--- src/rtl/clk_stop_ctrl.sv ---
// clk_stop_ctrl
//   Sequences CPU STOP entry and wake-up on the always-on CLK domain. It
//   drives the clock-phase enable and oscillator enable of the external clock
//   generator, and consumes that generator's OSC_STABLE indication.
//   Stop entry: drain the current M-cycle, gate the CPU clocks, then kill the
//   oscillator.
//   Wake-up: restart the oscillator, wait for stability (bounded by a
//   timeout), then re-enable the clocks.
//
// Parameters
//   DRAIN_CYC       cycles clk_ena_o stays high after a stop request (>=1)
//   GATE_CYC        cycles between clk_ena_o fall and osc_ena_o fall (>=1)
//   STABLE_TIMEOUT  max cycles spent waiting for a stable oscillator (>=3)
//   CNT_W           width of the shared down-counter
//
// Ports
//   clk_i          always-running reference clock
//   rst_i          asynchronous active-high reset
//   stop_req_i     1-cycle STOP decode pulse; only honoured in RUN
//   wake_i         level; OR of the enabled wake sources, synchronous to clk_i
//   osc_stable_i   asynchronous; synchronized by two flops internally
//   clk_ena_o      CPU clock-phase enable
//   osc_ena_o      oscillator enable
//   stopped_o      high only while fully stopped
//   wake_ack_o     1-cycle pulse when the clocks come back after a stop or abort
//   osc_timeout_o  sticky; set when a resume was forced by the timeout
//
// Every output comes from a flop. Each output flop is loaded from a decode
// of the next state, so the outputs line up with the state register and no
// input reaches an output combinationally.
module clk_stop_ctrl #(
  parameter int DRAIN_CYC      = 4,
  parameter int GATE_CYC       = 2,
  parameter int STABLE_TIMEOUT = 1024,
  parameter int CNT_W          = 11
) (
  input  logic clk_i,
  input  logic rst_i,
  input  logic stop_req_i,
  input  logic wake_i,
  input  logic osc_stable_i,
  output logic clk_ena_o,
  output logic osc_ena_o,
  output logic stopped_o,
  output logic wake_ack_o,
  output logic osc_timeout_o
);

  typedef enum logic [2:0] {
    ST_RUN     = 3'd0,
    ST_DRAIN   = 3'd1,
    ST_GATE    = 3'd2,
    ST_STOPPED = 3'd3,
    ST_OSC_ON  = 3'd4,
    ST_RESUME  = 3'd5
  } state_e;

  // The counter is loaded with N-1 on entry, so a state that leaves on
  // counter==0 lasts exactly N cycles.
  localparam logic [CNT_W-1:0] CNT_ZERO   = {CNT_W{1'b0}};
  localparam logic [CNT_W-1:0] CNT_ONE    = {{(CNT_W-1){1'b0}}, 1'b1};
  localparam logic [CNT_W-1:0] DRAIN_LOAD = CNT_W'(DRAIN_CYC - 1);
  localparam logic [CNT_W-1:0] GATE_LOAD  = CNT_W'(GATE_CYC - 1);
  localparam logic [CNT_W-1:0] TOUT_LOAD  = CNT_W'(STABLE_TIMEOUT - 1);

  state_e           state_q;
  state_e           state_d;
  logic [CNT_W-1:0] cnt_q;
  logic [CNT_W-1:0] cnt_d;

  logic sync1_q;
  logic sync2_q;
  logic sync_hist_q;
  logic stable_s;
  logic set_timeout_s;

  logic clk_ena_q;
  logic clk_ena_d;
  logic osc_ena_q;
  logic osc_ena_d;
  logic stopped_q;
  logic stopped_d;
  logic wake_ack_q;
  logic wake_ack_d;
  logic osc_timeout_q;
  logic osc_timeout_d;

  // Stability requires the synchronized level to be high on two
  // consecutive cycles.
  assign stable_s = sync2_q & sync_hist_q;

  // State register and shared down-counter.
  always_ff @(posedge clk_i or posedge rst_i) begin
    if (rst_i) begin
      state_q <= ST_RUN;
      cnt_q   <= CNT_ZERO;
    end else begin
      state_q <= state_d;
      cnt_q   <= cnt_d;
    end
  end

  // OSC_STABLE synchronizer plus a one-cycle history flop. All three flops
  // are held clear while the next state is STOPPED. This masks any
  // "stable" level left over from before the oscillator was switched off.
  always_ff @(posedge clk_i or posedge rst_i) begin
    if (rst_i) begin
      sync1_q     <= 1'b0;
      sync2_q     <= 1'b0;
      sync_hist_q <= 1'b0;
    end else if (state_d == ST_STOPPED) begin
      sync1_q     <= 1'b0;
      sync2_q     <= 1'b0;
      sync_hist_q <= 1'b0;
    end else begin
      sync1_q     <= osc_stable_i;
      sync2_q     <= sync1_q;
      sync_hist_q <= sync2_q;
    end
  end

  // Next-state and counter logic.
  always_comb begin
    state_d       = state_q;
    set_timeout_s = 1'b0;
    if (cnt_q != CNT_ZERO) begin
      cnt_d = cnt_q - CNT_ONE;
    end else begin
      cnt_d = CNT_ZERO;
    end

    case (state_q)
      ST_RUN: begin
        // A stop that collides with an active wake is simply dropped.
        if (stop_req_i && !wake_i) begin
          state_d = ST_DRAIN;
          cnt_d   = DRAIN_LOAD;
        end else begin
          state_d = ST_RUN;
        end
      end

      ST_DRAIN: begin
        if (wake_i) begin
          state_d = ST_RESUME;
          cnt_d   = CNT_ZERO;
        end else if (cnt_q == CNT_ZERO) begin
          state_d = ST_GATE;
          cnt_d   = GATE_LOAD;
        end else begin
          state_d = ST_DRAIN;
        end
      end

      ST_GATE: begin
        // The oscillator is still running, so an abort here needs no
        // stability wait.
        if (wake_i) begin
          state_d = ST_RESUME;
          cnt_d   = CNT_ZERO;
        end else if (cnt_q == CNT_ZERO) begin
          state_d = ST_STOPPED;
          cnt_d   = CNT_ZERO;
        end else begin
          state_d = ST_GATE;
        end
      end

      ST_STOPPED: begin
        if (wake_i) begin
          state_d = ST_OSC_ON;
          cnt_d   = TOUT_LOAD;
        end else begin
          state_d = ST_STOPPED;
        end
      end

      ST_OSC_ON: begin
        // The wake is already committed here. Stable wins a tie with the
        // timeout.
        if (stable_s) begin
          state_d = ST_RESUME;
          cnt_d   = CNT_ZERO;
        end else if (cnt_q == CNT_ZERO) begin
          state_d       = ST_RESUME;
          cnt_d         = CNT_ZERO;
          set_timeout_s = 1'b1;
        end else begin
          state_d = ST_OSC_ON;
        end
      end

      ST_RESUME: begin
        // Any stop request seen here is dropped; the CPU must re-issue it.
        state_d = ST_RUN;
        cnt_d   = CNT_ZERO;
      end

      default: begin
        state_d = ST_RUN;
        cnt_d   = CNT_ZERO;
      end
    endcase
  end

  // Output decode from the next state, so the output flops track state_q.
  always_comb begin
    clk_ena_d     = 1'b1;
    osc_ena_d     = 1'b1;
    stopped_d     = 1'b0;
    wake_ack_d    = 1'b0;
    osc_timeout_d = osc_timeout_q | set_timeout_s;

    case (state_d)
      ST_RUN: begin
        clk_ena_d = 1'b1;
        osc_ena_d = 1'b1;
      end
      ST_DRAIN: begin
        clk_ena_d = 1'b1;
        osc_ena_d = 1'b1;
      end
      ST_GATE: begin
        clk_ena_d = 1'b0;
        osc_ena_d = 1'b1;
      end
      ST_STOPPED: begin
        clk_ena_d = 1'b0;
        osc_ena_d = 1'b0;
        stopped_d = 1'b1;
      end
      ST_OSC_ON: begin
        clk_ena_d = 1'b0;
        osc_ena_d = 1'b1;
      end
      ST_RESUME: begin
        clk_ena_d  = 1'b1;
        osc_ena_d  = 1'b1;
        wake_ack_d = 1'b1;
      end
      default: begin
        clk_ena_d = 1'b1;
        osc_ena_d = 1'b1;
      end
    endcase
  end

  // Registered outputs. The timeout flag is only cleared by reset.
  always_ff @(posedge clk_i or posedge rst_i) begin
    if (rst_i) begin
      clk_ena_q     <= 1'b1;
      osc_ena_q     <= 1'b1;
      stopped_q     <= 1'b0;
      wake_ack_q    <= 1'b0;
      osc_timeout_q <= 1'b0;
    end else begin
      clk_ena_q     <= clk_ena_d;
      osc_ena_q     <= osc_ena_d;
      stopped_q     <= stopped_d;
      wake_ack_q    <= wake_ack_d;
      osc_timeout_q <= osc_timeout_d;
    end
  end

  assign clk_ena_o     = clk_ena_q;
  assign osc_ena_o     = osc_ena_q;
  assign stopped_o     = stopped_q;
  assign wake_ack_o    = wake_ack_q;
  assign osc_timeout_o = osc_timeout_q;

endmodule

--- config.mk ---
export PLATFORM = sky130hd
export DESIGN_NAME = clk_stop_ctrl
export DESIGN_NICKNAME = d
export VERILOG_FILES = /design/src/rtl/clk_stop_ctrl.sv
export SDC_FILE = /design/constraint.sdc
export NUM_CORES = 1
export LEC_CHECK = 0
export ABC_CLOCK_PERIOD_IN_PS = 5340
export BUFFER_PORTS_ARGS = -buffer_cell sky130_fd_sc_hd__buf_2
export CORE_UTILIZATION = 60
export DETAILED_ROUTE_END_ITERATION = 12
export MAX_ROUTING_LAYER = met4
export PLACE_DENSITY = 0.88
export SLEW_MARGIN = 15
export SYNTH_ARGS = -nofsm -noshare
export SYNTH_HDL_FRONTEND = slang
export SYNTH_SLANG_ARGS = --single-unit
--- constraint.sdc ---
create_clock -name clk_i -period 5.34 [get_ports clk_i]
set_clock_uncertainty 0.05 [all_clocks]
set_input_delay 0.801 -clock clk_i [delete_from_list [all_inputs] [get_ports clk_i]]
set_output_delay 0.801 -clock clk_i [all_outputs]
set_load 0.02 [all_outputs]
==> out/qor.yml <==
detailed_routing:
  drcViolationCount: 0
  drtAntennaViolNets: 0
  first_pass_iters: 4
  routed_wl_mm: 2.526
  vias: 982
  wl_per_cell_um: 16.30
  drt_iter0_markers: 56
  drt-vias-per-instance: 6.335
synthesis:
  syn_area_mm2: 0.001220
  synthDominantCellAreaShare: 0.4103
  avgSynthCellArea_um2: 9.918
  synth_flop_cell: "dfrtp_1"
  yosysSeqAreaShare: 0.4533
  synthCells: 123
  ys_ff_latch: 22
  synth_area_leaders: "dfrtp_1, dfstp_2, o31ai_1"
  syn_nets: 129
  yosys.area.top_type: "dfrtp_1"
  synthArstFlopShare: 1.000
  yosys_warnings: 0
  synth_edf_count: 0
  synthDistinctLibCells: 40
global_route:
  grt_util_all_layers: 0.2816
  grt_overflow: 0
  grt_pass1_wl_mm: 4.243
  grt_pass1_vias: 914
  antenna_found_initial: 0
  grt_max_degree: 23
power_and_ir_drop:
  powerDensity_mw_per_mm2: 591.0
  cellLeakagePower_nw: 0.5639
  swShare: 0.4437
  clkPwrFrac: 0.119
  ir_worst_vdd_uv: 319.1
  p_seq_frac: 0.367
  p_int_mw: 0.4294
  comb_power_share: 0.515
  switchingPower_mw: 0.3425
critical_path:
  path_max_fanout: 12
  crit_path_max_incr_delay_ns: 0.42
  path_class: "reg -> reg"
  cp.buffers_inverters: 1
  arrival_ns: 2.35
  crit_slowest_cell: "dfrtp_1"
  crit_chain: "inv_1 > ha_1 > nor4b_2 > and3_4 > mux2i_1 > a21boi_0"
  cp-end-kind: "flip-flop"
  crit_family: "simple AND/OR/NAND/NOR gates"
  cp.required_ns: 5.48
  start_kind: "flip-flop"
sta:
  post-route-period-util: 0.4135
  post-route-min-period_ns: 2.208
  worst_slew_pin_slew_ns: 0.7921
  slew_violations: 0
  rsz0062_at_grt: "no"
  slew_headroom: 0.4713
  hold-worst-slack_ns: 0.4572
  tns_ns: 0
  fmax_mhz: 452.9
  setup_ws_ns: 3.132
  hold_viol_final: 0
  setup_viol: 0
cells_and_area:
  nets: 137
  final_core_util: 0.7175
  ff_latch_area_um2: 553.0
  area_growth_pct: 7.077
  drive_gt1_frac: 0.1615
  multi_input_area_um2: 625.6
  fill_cells: 138
  n_antenna_cell: 0
  final_cell_mix: "dfrtp_1, o21ai_0, nand2_1, buf_2, nor2_1"
  layout_commonest_cell: "dfrtp_1"
  stdcell_count: 155
min_path:
  hp-class: "reg -> reg"
placed_design:
  post-dp-hpwl_mm: 1.842
  placed_cells: 151
  portBuffers: 9
  finalWeightedCongestion: 0.7953
  place_ws_ns: 3.165
die:
  die_h_um: 47.09
  start_util: 0.6701
  io_pins: 10
  dieArea_mm2: 0.002217
  design.core.area_mm2: 0.001821
  rows: 15
  die_w_um: 47.09
clock_network:
  hold_buffers: 0
  clk_pin_slew_ns: 0.13
  cts_tree: "done"
  clkSinkCount: 22
  post-cts-setup-buffers: 0
  cts_root_buf: "clkbuf_4"
  cts_buffers: 3
  clk_latency_ns: 0.31
  htreeDepth: 1
  postCtsResizedCells: 0
  cts.path.max_buffers: 2
run_status:
  status: "finished clean"
job:
  cap_violations: 0
==> sequential cells by signal, summed over array words and instances, names as in the netlist <==
signal and count:
stopped_o 1, clk_ena_o 1, osc_ena_o 1, sync2_q 1
sync1_q 1, cnt_q 11, state_q 3, sync_hist_q 1
osc_timeout_o 1, wake_ack_o 1
==> final cells by class <==
cell class	count	area share
Tap cell	25	0.02395
Clock buffer	4	0.02778
Sequential cell	22	0.4234
Multi-Input combinational cell	91	0.4789
Inverter	4	0.01149
Timing Repair Buffer	9	0.03448
==> routing by layer <==
metal	routed length (um)	global-route usage
met5	0	-
met4	21	0.08571
met3	163	0.05769
met2	1218	0.3972
met1	1122	0.4038
==> synth_stat cells, drive strengths merged (3+ instances only) <==
| master | instances |
|---|---|
| dfrtp | 20 |
| o21ai | 10 |
| nand2 | 9 |
| nor2 | 8 |
| o31ai | 7 |
| clkbuf | 5 |
| a21oi | 4 |
| inv | 4 |
| nand2b | 4 |
| xor2 | 4 |
| nand3 | 3 |
| nand3b | 3 |
| nor3b | 3 |
| nor4b | 3 |
| o211ai | 3 |
| o21a | 3 |
| xnor2 | 3 |
==> path summary, 6_finish.rpt <==
path                                              start                       to  slack [ns]  depth (start not counted)
worst min register to register  osc_timeout_o$_DFF_PP0_  osc_timeout_o$_DFF_PP0_        0.46                          1
worst min-delay path            osc_timeout_o$_DFF_PP0_  osc_timeout_o$_DFF_PP0_        0.46                          1
worst max register to register       cnt_q[0]$_DFF_PP0_     wake_ack_o$_DFF_PP0_        3.13                          6
min in group asynchronous                         rst_i     state_q[2]$_DFF_PP0_        0.56                          2
max in group asynchronous                         rst_i       cnt_q[9]$_DFF_PP0_        4.17                          2
worst max-delay path                 cnt_q[0]$_DFF_PP0_     wake_ack_o$_DFF_PP0_        3.13                          6
==> cell families after synthesis <==
kind of cell    count (synthesis)  synth area share
compound gates                 40            0.2236
xor+xnor                        7           0.05026
fa+ha+maj                       1           0.01025
buf+inv                        10           0.03385
flops                          22            0.4533
mux                             4           0.03487
simple gates                   39            0.1938
==> metrics by stage <==
stage | power [mW] | cell area [um^2]
6_report | 0.7720 | 1306
5_1_grt | 0.8300 | 1306
4_1_cts | 0.7671 | 1306
3_5_place_dp | 0.6752 | 1270
3_3_place_gp | 0.6519 | 1270
2_1_floorplan | 0.5931 | 1220
==> power groups by stage <==
stage	logic (mW)	clock network, mW	registers, mW
2_1_floorplan	0.324	0	0.269
3_3_place_gp	0.372	0	0.280
3_5_place_dp	0.391	0	0.284
4_1_cts	0.395	0.0902	0.282
5_1_grt	0.441	0.0972	0.291
6_report	0.397	0.0915	0.283
(Power assumes the default switching activity.)
